[config.mk]
export PLATFORM = sky130hd
export DESIGN_NAME = sign_extrinsic_dist
export DESIGN_NICKNAME = d
export VERILOG_FILES = /design/src/rtl/sign_extrinsic_dist.sv
export SDC_FILE = /design/constraint.sdc
export NUM_CORES = 1
export LEC_CHECK = 0
export ABC_AREA = 1
export BUFFER_PORTS_ARGS = -buffer_cell sky130_fd_sc_hd__buf_2
export CELL_PAD_IN_SITES_DETAIL_PLACEMENT = 0
export CELL_PAD_IN_SITES_GLOBAL_PLACEMENT = 1
export CORE_ASPECT_RATIO = 1.4
export CORE_UTILIZATION = 45
export CTS_BUF_LIST = sky130_fd_sc_hd__clkbuf_2
export DETAILED_ROUTE_END_ITERATION = 16
export GPL_ROUTABILITY_DRIVEN = 0
export PLACE_DENSITY = 0.82
export SLEW_MARGIN = 20
export SYNTH_ARGS = -nofsm -noshare
export SYNTH_HDL_FRONTEND = slang
export SYNTH_SLANG_ARGS = --single-unit
[constraint.sdc]
create_clock -name i_clk -period 2.3 [get_ports i_clk]
set_input_delay 0.575 -clock i_clk [delete_from_list [all_inputs] [get_ports i_clk]]
set_output_delay 0.575 -clock i_clk [all_outputs]
set_load 0.01 [all_outputs]
[src/rtl/sign_extrinsic_dist.sv]
// sign_extrinsic_dist: serial sign back-end of the shuffled variable-node unit.
// Collects DEG edge signs plus the channel sign, issues the majority hard
// decision, then streams one leave-one-out extrinsic sign per edge.
// Optional build macro: SIGN_FLIP_STAT_EN adds o_flip_cnt, a saturating count
// of frames whose hard decision disagrees with the channel sign.
module sign_extrinsic_dist #(
  parameter int unsigned DEG   = 4,
  parameter int unsigned CNT_W = $clog2(DEG + 2),
  parameter int unsigned IDX_W = $clog2(DEG)
) (
  input  logic             i_clk,
  input  logic             i_reset,
  input  logic             i_valid,
  output logic             o_ready,
  input  logic             i_sign,
  input  logic             i_chan_sign,
  output logic             o_hard_valid,
  output logic             o_hard,
  output logic             o_valid,
  input  logic             i_ready,
  output logic             o_sign,
  output logic [IDX_W-1:0] o_idx,
  output logic             o_last
`ifdef SIGN_FLIP_STAT_EN
  ,
  output logic [15:0]      o_flip_cnt
`endif
);

  localparam int unsigned      W2       = CNT_W + 1;
  localparam logic [IDX_W-1:0] LAST_IDX = IDX_W'(DEG - 1);

  typedef enum logic [1:0] {
    S_COLLECT,
    S_DECIDE,
    S_EMIT
  } state_t;

  state_t           r_state;
  logic [DEG-1:0]   r_buf;
  logic [CNT_W-1:0] r_ones;
  logic [CNT_W-1:0] r_total;
  logic             r_chan;
  logic [IDX_W-1:0] r_in_idx;
  logic [IDX_W-1:0] r_out_idx;
  logic             r_ready;
  logic             r_hard_valid;
  logic             r_hard;
  logic             r_valid;
  logic             r_sign;
  logic             r_last;
`ifdef SIGN_FLIP_STAT_EN
  logic [15:0]      r_flip_cnt;
`endif

  logic             w_accept_in;
  logic             w_accept_out;
  logic [CNT_W-1:0] w_total;
  logic             w_hard;
  logic [IDX_W-1:0] w_next_idx;
  logic             w_sign0;
  logic             w_sign_nx;

  // Majority with tie-break: compares twice the vote count against the voter count.
  function automatic logic f_vote(input logic [W2-1:0] twice_yes,
                                  input logic [W2-1:0] voters,
                                  input logic          tie);
    if (twice_yes > voters)      return 1'b1;
    else if (twice_yes < voters) return 1'b0;
    else                         return tie;
  endfunction

  // Handshakes, frame total and the vote results feeding the registers.
  always_comb begin
    w_accept_in  = i_valid && r_ready && (r_state == S_COLLECT);
    w_accept_out = r_valid && i_ready;
    w_total      = r_ones + CNT_W'(r_chan);
    w_hard       = f_vote({w_total, 1'b0}, W2'(DEG + 1), r_chan);
    w_next_idx   = r_out_idx + IDX_W'(1);
    w_sign0      = f_vote({w_total - CNT_W'(r_buf[0]), 1'b0}, W2'(DEG), r_chan);
    w_sign_nx    = f_vote({r_total - CNT_W'(r_buf[w_next_idx]), 1'b0}, W2'(DEG), r_chan);
  end

  // Frame FSM: collect signs, decide for one cycle, emit extrinsic signs.
  always_ff @(posedge i_clk or posedge i_reset) begin
    if (i_reset) begin
      r_state      <= S_COLLECT;
      r_buf        <= '0;
      r_ones       <= '0;
      r_total      <= '0;
      r_chan       <= 1'b0;
      r_in_idx     <= '0;
      r_out_idx    <= '0;
      r_ready      <= 1'b1;
      r_hard_valid <= 1'b0;
      r_hard       <= 1'b0;
      r_valid      <= 1'b0;
      r_sign       <= 1'b0;
      r_last       <= 1'b0;
`ifdef SIGN_FLIP_STAT_EN
      r_flip_cnt   <= '0;
`endif
    end else begin
      r_hard_valid <= 1'b0;
      case (r_state)
        S_COLLECT: begin
          if (w_accept_in) begin
            r_buf[r_in_idx] <= i_sign;
            if (r_in_idx == '0) begin
              r_chan <= i_chan_sign;
              r_ones <= CNT_W'(i_sign);
            end else begin
              r_ones <= r_ones + CNT_W'(i_sign);
            end
            if (r_in_idx == LAST_IDX) begin
              r_in_idx <= '0;
              r_ready  <= 1'b0;
              r_state  <= S_DECIDE;
            end else begin
              r_in_idx <= r_in_idx + IDX_W'(1);
            end
          end
        end
        S_DECIDE: begin
          r_total      <= w_total;
          r_hard       <= w_hard;
          r_hard_valid <= 1'b1;
          r_valid      <= 1'b1;
          r_out_idx    <= '0;
          r_sign       <= w_sign0;
          r_last       <= 1'b0;
`ifdef SIGN_FLIP_STAT_EN
          if ((w_hard != r_chan) && (r_flip_cnt != 16'hFFFF))
            r_flip_cnt <= r_flip_cnt + 16'd1;
`endif
          r_state      <= S_EMIT;
        end
        S_EMIT: begin
          if (w_accept_out) begin
            if (r_last) begin
              r_valid   <= 1'b0;
              r_last    <= 1'b0;
              r_sign    <= 1'b0;
              r_out_idx <= '0;
              r_in_idx  <= '0;
              r_ones    <= '0;
              r_ready   <= 1'b1;
              r_state   <= S_COLLECT;
            end else begin
              r_out_idx <= w_next_idx;
              r_sign    <= w_sign_nx;
              r_last    <= (w_next_idx == LAST_IDX);
            end
          end
        end
        default: begin
          r_ready <= 1'b1;
          r_valid <= 1'b0;
          r_state <= S_COLLECT;
        end
      endcase
    end
  end

  assign o_ready      = r_ready;
  assign o_hard_valid = r_hard_valid;
  assign o_hard       = r_hard;
  assign o_valid      = r_valid;
  assign o_sign       = r_sign;
  assign o_idx        = r_out_idx;
  assign o_last       = r_last;
`ifdef SIGN_FLIP_STAT_EN
  assign o_flip_cnt   = r_flip_cnt;
`endif

endmodule

* Word-level counts from Yosys, hierarchy flattened
Cells that the tools add are included.
Storage, ports and cells: word-level logic and storage cells 95, flip-flop bits (word level) 23, output and inout bits 8
Cells by class: order comparisons 9, reduce and logical (&&, ||, !) cells 15, bitwise operators 2, mux-type cells 42, equal/unequal tests 8, $add $sub $neg 6
Operators by type and width (count):
- 2-to-1 mux 1 bit | 19
- 2-to-1 mux 2 bit | 8
- > comparator 4 x 3 -> 1 bit (second input constant) | 3
- less-than comparator 4 x 3 -> 1 bit (second input constant) | 3
- 2-to-1 mux 3 bit | 4
- one-hot mux 2 bit (2 select lines) | 2
- AND reduction 4 bit | 2
- adder 3 x 1 -> 3 bit | 2
- equality test 2 bit (second input constant) | 3
- less-than comparator 2 x 3 -> 1 bit (second input constant) | 2
- inequality test 2 bit (second input constant) | 3
- one-hot mux 1 bit (3 select lines) | 2
- one-hot mux 2 bit (3 select lines) | 1
- one-hot mux 3 bit (2 select lines) | 1
- AND reduction 3 bit | 2
- subtractor 3 x 1 -> 3 bit | 2
- AND reduction 5 bit | 1
- adder 2 x 1 -> 2 bit (second input constant) | 2
- bitwise mux 4 bit | 1
- logical AND 1 bit | 4
- logical NOT 2 bit | 2
- one-hot mux 1 bit (2 select lines) | 2
- AND reduction 2 bit | 2
- nonzero test 2 bit | 2
- other kinds (6) | 7

* Longest topological paths before layout
depth after elaboration 10, depth in mapped cells 13, depth with buffers taken out 13

* Worst setup path after synthesis
OpenSTA, ideal clock, no wires.
path kind register to register, start reg r_out_idx[0], in the netlist o_idx[0], end reg r_sign, in the netlist o_sign, clock period less this slack 1.815 ns, slack 0.485 ns, data required time 2.178 ns, arrival time 1.693 ns, setup time 0.122 ns, stages on the path, launching flop included 13, cells stage by stage dfrtp_1 -> inv_1 -> ha_1 -> inv_1 -> o21ai_0 -> o22ai_1 -> ha_1 -> ha_1 -> inv_1 -> nand2_1 -> nand2_1 -> a21oi_1 -> a21oi_1
On the way: cells in the longest elaborated chain, start to end 10
RTL lines:
- start, declared | RTL line 45 | logic [IDX_W-1:0] r_out_idx;
- start signal, assigned | RTL line 150 | r_out_idx <= w_next_idx;
- adder 2 x 1 -> 2 bit (*) | RTL line 79 | w_next_idx = r_out_idx + IDX_W'(1);
- binary-select mux 1 bit (select 2 bit) (*) | RTL line 81 | w_sign_nx = f_vote({r_total - CNT_W'(r_buf[w_next_idx]), 1'b0}, W2'(DEG), r_chan);
- 2-to-1 mux 1 bit (not written as such) (*) | RTL line 81
- subtractor 3 x 1 -> 3 bit (*) | RTL line 81
- less-than comparator 4 x 3 -> 1 bit | RTL line 69 | else if (twice_yes < voters) return 1'b0;
- 2-to-1 mux 1 bit | RTL line 69
- 2-to-1 mux 1 bit (*) | RTL line 68 | if (twice_yes > voters) return 1'b1;
- 2-to-1 mux 1 bit (*) | RTL line 140 | if (r_last) begin
- 2-to-1 mux 1 bit (*) | RTL line 139 | if (w_accept_out) begin
- one-hot mux 1 bit (2 select lines) (*) | RTL line 105 | case (r_state)
- end signal, assigned | RTL line 130 | r_sign <= w_sign0;
- end signal, assigned | RTL line 151 | r_sign <= w_sign_nx;
- end, declared | RTL line 50 | logic r_sign;
Mark *: on every way between the ends. The rest lies on a longest branch, timed or not. The select of a mux whose other input is x is not followed. A chain may end at the register's enable or synchronous reset.

* Worst setup path after layout
Same ends and word-level chain as after synthesis.

==> results.sh <==
export IMPL_clk_pin_slew_ns=0.24
export IMPL_slew_limit_headroom_pct=74.5
export IMPL_num_fill_cells=262
export IMPL_layout_min_cycle_time_ns=1.93
export IMPL_total_leakage_power_nw=0.738
export IMPL_worstSetupPathType="reg -> reg"
export IMPL_cts_hold_repair_buffers=0
export IMPL_fin_hold_ws_ns=0.228
export IMPL_critical_path_reg2reg_endpoint="o_sign"
export IMPL_grt_max_degree=24
export IMPL_drt_pass1_iter_count=4
export IMPL_worst_slew_pin_slew_ns=0.382
export IMPL_boundaryPins=14
export IMPL_cts_resized_gates=0
export IMPL_drtAntennaViolNets=0
export IMPL_clock_sinks=23
export IMPL_numPlacedInstances=194
export IMPL_initial_core_util_pct=46.9
export IMPL_p_per_area_nw_per_um2=430
export IMPL_die_w_um=46.1
export IMPL_cts_root_buffer_cell="clkbuf_2"
export IMPL_layout_cells_non_filler=198
export IMPL_detailed_router_s_first_iteration_violation_count=16
export IMPL_grt_pass1_vias=974
export IMPL_fin_tns_setup_ns=0
export IMPL_wl_per_cell_um=11.3
export IMPL_setup_worst_path_end="o_sign"
export IMPL_post_synth_inst_count=144
export IMPL_post_synth_instance_area_um2=1230
export IMPL_maxCapViolations=0
export IMPL_drv_slew=0
export IMPL_worstHoldPathType="in -> async"
export IMPL_p_switching_w=0.000137
export IMPL_finalClockSkew_ns=0.0162
export IMPL_power_ir_vdd_worst_mv=0.191
export IMPL_yosys_area_share_adder_pct=13.3
export IMPL_worstSkewPairLatency_ns=0.33
export IMPL_n_antenna_cell=0
export IMPL_ff2ff_path_depth=12
export IMPL_numCtsBuffers=3
export IMPL_synth_avg_cell_area_um2=8.52
export IMPL_grt_ovfl_total=0
export IMPL_maximum_level_of_the_cts_h_tree=1
export IMPL_critical_path_reg2reg_startpoint="o_idx[0]"
export IMPL_synthToLayoutAreaGrowth_pct=11.2
export IMPL_antenna_found_initial=0
export IMPL_worst_ep_required_time_ns=2.59
export IMPL_layout_worst_path_cycle_share_pct=83.9
export IMPL_synth_edf_count=0
export IMPL_synth_async_sr_flop_share_pct=100
export IMPL_final_hold_violation_count=0
export IMPL_ordered_cell_list_for_the_critical_path="inv_1, ha_1, inv_1, o21ai_0, o22ai_1, ha_1, ha_1, inv_1, nand2_1, nand2_1, a21oi_1, a21oi_1"
export IMPL_synth_cell_type_count=19
export IMPL_peak_fanout_along_the_critical_path=5
export IMPL_layout_setup_ws_ns=0.370
export IMPL_setup_repair_after_global_routing_missed_its_margin="false"
export IMPL_synth_top_family_by_area="simple AND/OR/NAND/NOR gates"
export IMPL_status="finished clean"
export IMPL_design_die_area_um2=2940
export IMPL_port_buffers=13
export IMPL_final_net_count=182
export IMPL_clkPwrFrac_pct=28.3
export IMPL_synth_most_common_cell="nand2_1"
export IMPL_fmax_ghz=0.518
export IMPL_pre_cts_slack_ns=0.427
export IMPL_worst_endpoint_arrival_ns=2.22
export IMPL_post_route_cells_drive_above_1_share_pct=16.7
export IMPL_grt_pass1_wl_um=4200
export IMPL_r2r_setup_slack_ns=0.37
export IMPL_total_global_route_track_usage_pct=19.4
export IMPL_power_sequential_fraction_pct=69.1
export IMPL_post_cts_setup_buffers=0
export IMPL_syn_num_nets=163
export IMPL_yosys_area_share_xor_xnor_pct=0
export IMPL_final_number_of_setup_violating_endpoints=0
export IMPL_core_region_area_um2=2620
export IMPL_synth_compound_area_share_pct=12.1
export IMPL_post_synthesis_simple_gate_area_fraction_pct=19.6
export IMPL_route_detailed_vias_per_inst=4.87
export IMPL_yosys_register_bits=23
export IMPL_ys_top_cells_by_count="31 x nand2_1, 24 x inv_1, 22 x dfrtp_1, 14 x o21ai_0, 13 x ha_1"
export IMPL_drc=0
export IMPL_std_cell_rows=22
export IMPL_clk_path_buf_depth=2
export IMPL_ys_warn_count=0
export IMPL_dp_final_hpwl_um=1780
export IMPL_cts_tree="built"
export IMPL_share_of_cell_area_taken_by_muxes_after_synthesis_pct=0
export IMPL_p_int_w=0.000449
export IMPL_synth_top_area_share_pct=44.9
export IMPL_predominant_post_synthesis_flop_cell="dfrtp_1"
export IMPL_critPathLaunchType="flip-flop"
export IMPL_switching_share_pct=23.4
export IMPL_synth_largest_area_cell="dfrtp_1"
export IMPL_worstSetupStartpoint="o_idx[0]"
export IMPL_fp_dieH_um=63.8
export IMPL_route_vias_total=965
export IMPL_combinationalPowerShare_pct=2.6
export IMPL_cell_with_the_largest_stage_delay_on_the_worst_path="dfrtp_1"
export IMPL_detail_route_wirelength_um=2240
export IMPL_synth_sequential_area_ratio_pct=47.0
export IMPL_worst_setup_path_end_kind="flip-flop"
export IMPL_post_synth_main_area_contributors="dfrtp_1 45%, ha_1 13%, nand2_1 9.5%, inv_1 7.3%, o21ai_0 5.7%"
export IMPL_cpPeakStageDelay_ns=0.45
## stage by stage
stage / util (%) / power (W) / cell area, um^2
after floorplan: - / 0.000419 / 1230
after global placement: 51.4 / 0.000428 / 1340
after detailed placement: 51.4 / 0.000428 / 1340
after CTS: 52.2 / 0.000592 / 1360
after global routing: 52.2 / 0.000615 / 1360
final: 52.2 / 0.000586 / 1360
## power groups by stage
stage | Sequential, W | Clock [W] | Combinational (W)
final | 0.000405 | 0.000166 | 0.0000153
after global routing | 0.000406 | 0.000191 | 0.0000180
after CTS | 0.000405 | 0.000171 | 0.0000161
after global placement | 0.000412 | 0 | 0.0000156
after floorplan | 0.000412 | 0 | 0.00000705
after detailed placement | 0.000412 | 0 | 0.0000160
## final cells by class
type | instances | area [um^2] | area share [%]
Clock buffer | 3 | 15.0 | 1.10
Clock inverter | 1 | 5.00 | 0.367
Inverter | 26 | 97.6 | 7.16
Multi-Input combinational cell | 95 | 552 | 40.5
Sequential cell | 23 | 577 | 42.3
Tap cell | 36 | 45.0 | 3.30
Timing Repair Buffer | 14 | 72.6 | 5.32
## how the worst min path moves through the flow
stage | endpoint | slack (ns) | cells past startpoint
final | o_sign | 0.23 | 3
after global routing | o_valid | 0.21 | 3
after CTS | o_sign | 0.22 | 3
after detailed placement | r_buf[1] | 0.48 | 2
after global placement | r_buf[2] | 0.47 | 2
after floorplan | r_buf[1] | 0.45 | 2
## cell usage in the layout (no fill, tap or decap), types with 2 or more instances in the layout
cell type / instances
nand2_1: 31
nor2_2: 4
inv_2: 2
a21oi_1: 6
clkbuf_2: 3
o21ai_0: 14
ha_1: 13
buf_2: 13
nor2_1: 8
nand4_1: 2
nand3_1: 8
inv_1: 24
o21a_1: 3
dfrtp_1: 22
## metal layers
metal | wire (um) | share of wire (%) | vias up | global-route usage, %
met5 | 0 | 0 | - | 0
met4 | 60 | 2.7 | 0 | 9.93
met3 | 40 | 1.8 | 4 | 2.54
met2 | 1130 | 50 | 13 | 31.3
met1 | 1010 | 45 | 448 | 24.3
li1 | - | - | 500 | -
## cell families after synthesis
group,Yosys count
AOI/OAI and AO/OA,27
adders and majority gates,13
buffers and inverters,26
DFF,23
and+or+nand+nor,55
## critical path: cells and delay by family, from the launching register on
| family | cells | cell delay (ns) |
|---|---|---|
| buffers and inverters | 3 | 0.22 |
| AO/OA/AOI/OAI | 4 | 0.41 |
| flip-flops | 1 | 0.45 |
| adder cells (fa/ha/maj) | 3 | 0.71 |
| AND/OR/NAND/NOR | 2 | 0.10 |
## sequential cells by signal, summed over array words and instances (netlist names)
signal	count
o_valid	1
o_idx	2
r_chan	1
o_hard	1
o_ready	1
r_buf	4
r_in_idx	2
o_hard_valid	1
r_ones	3
r_state	2
o_sign	1
r_total	3
o_last	1
No activity file was read; power rests on OpenSTA's default activity.
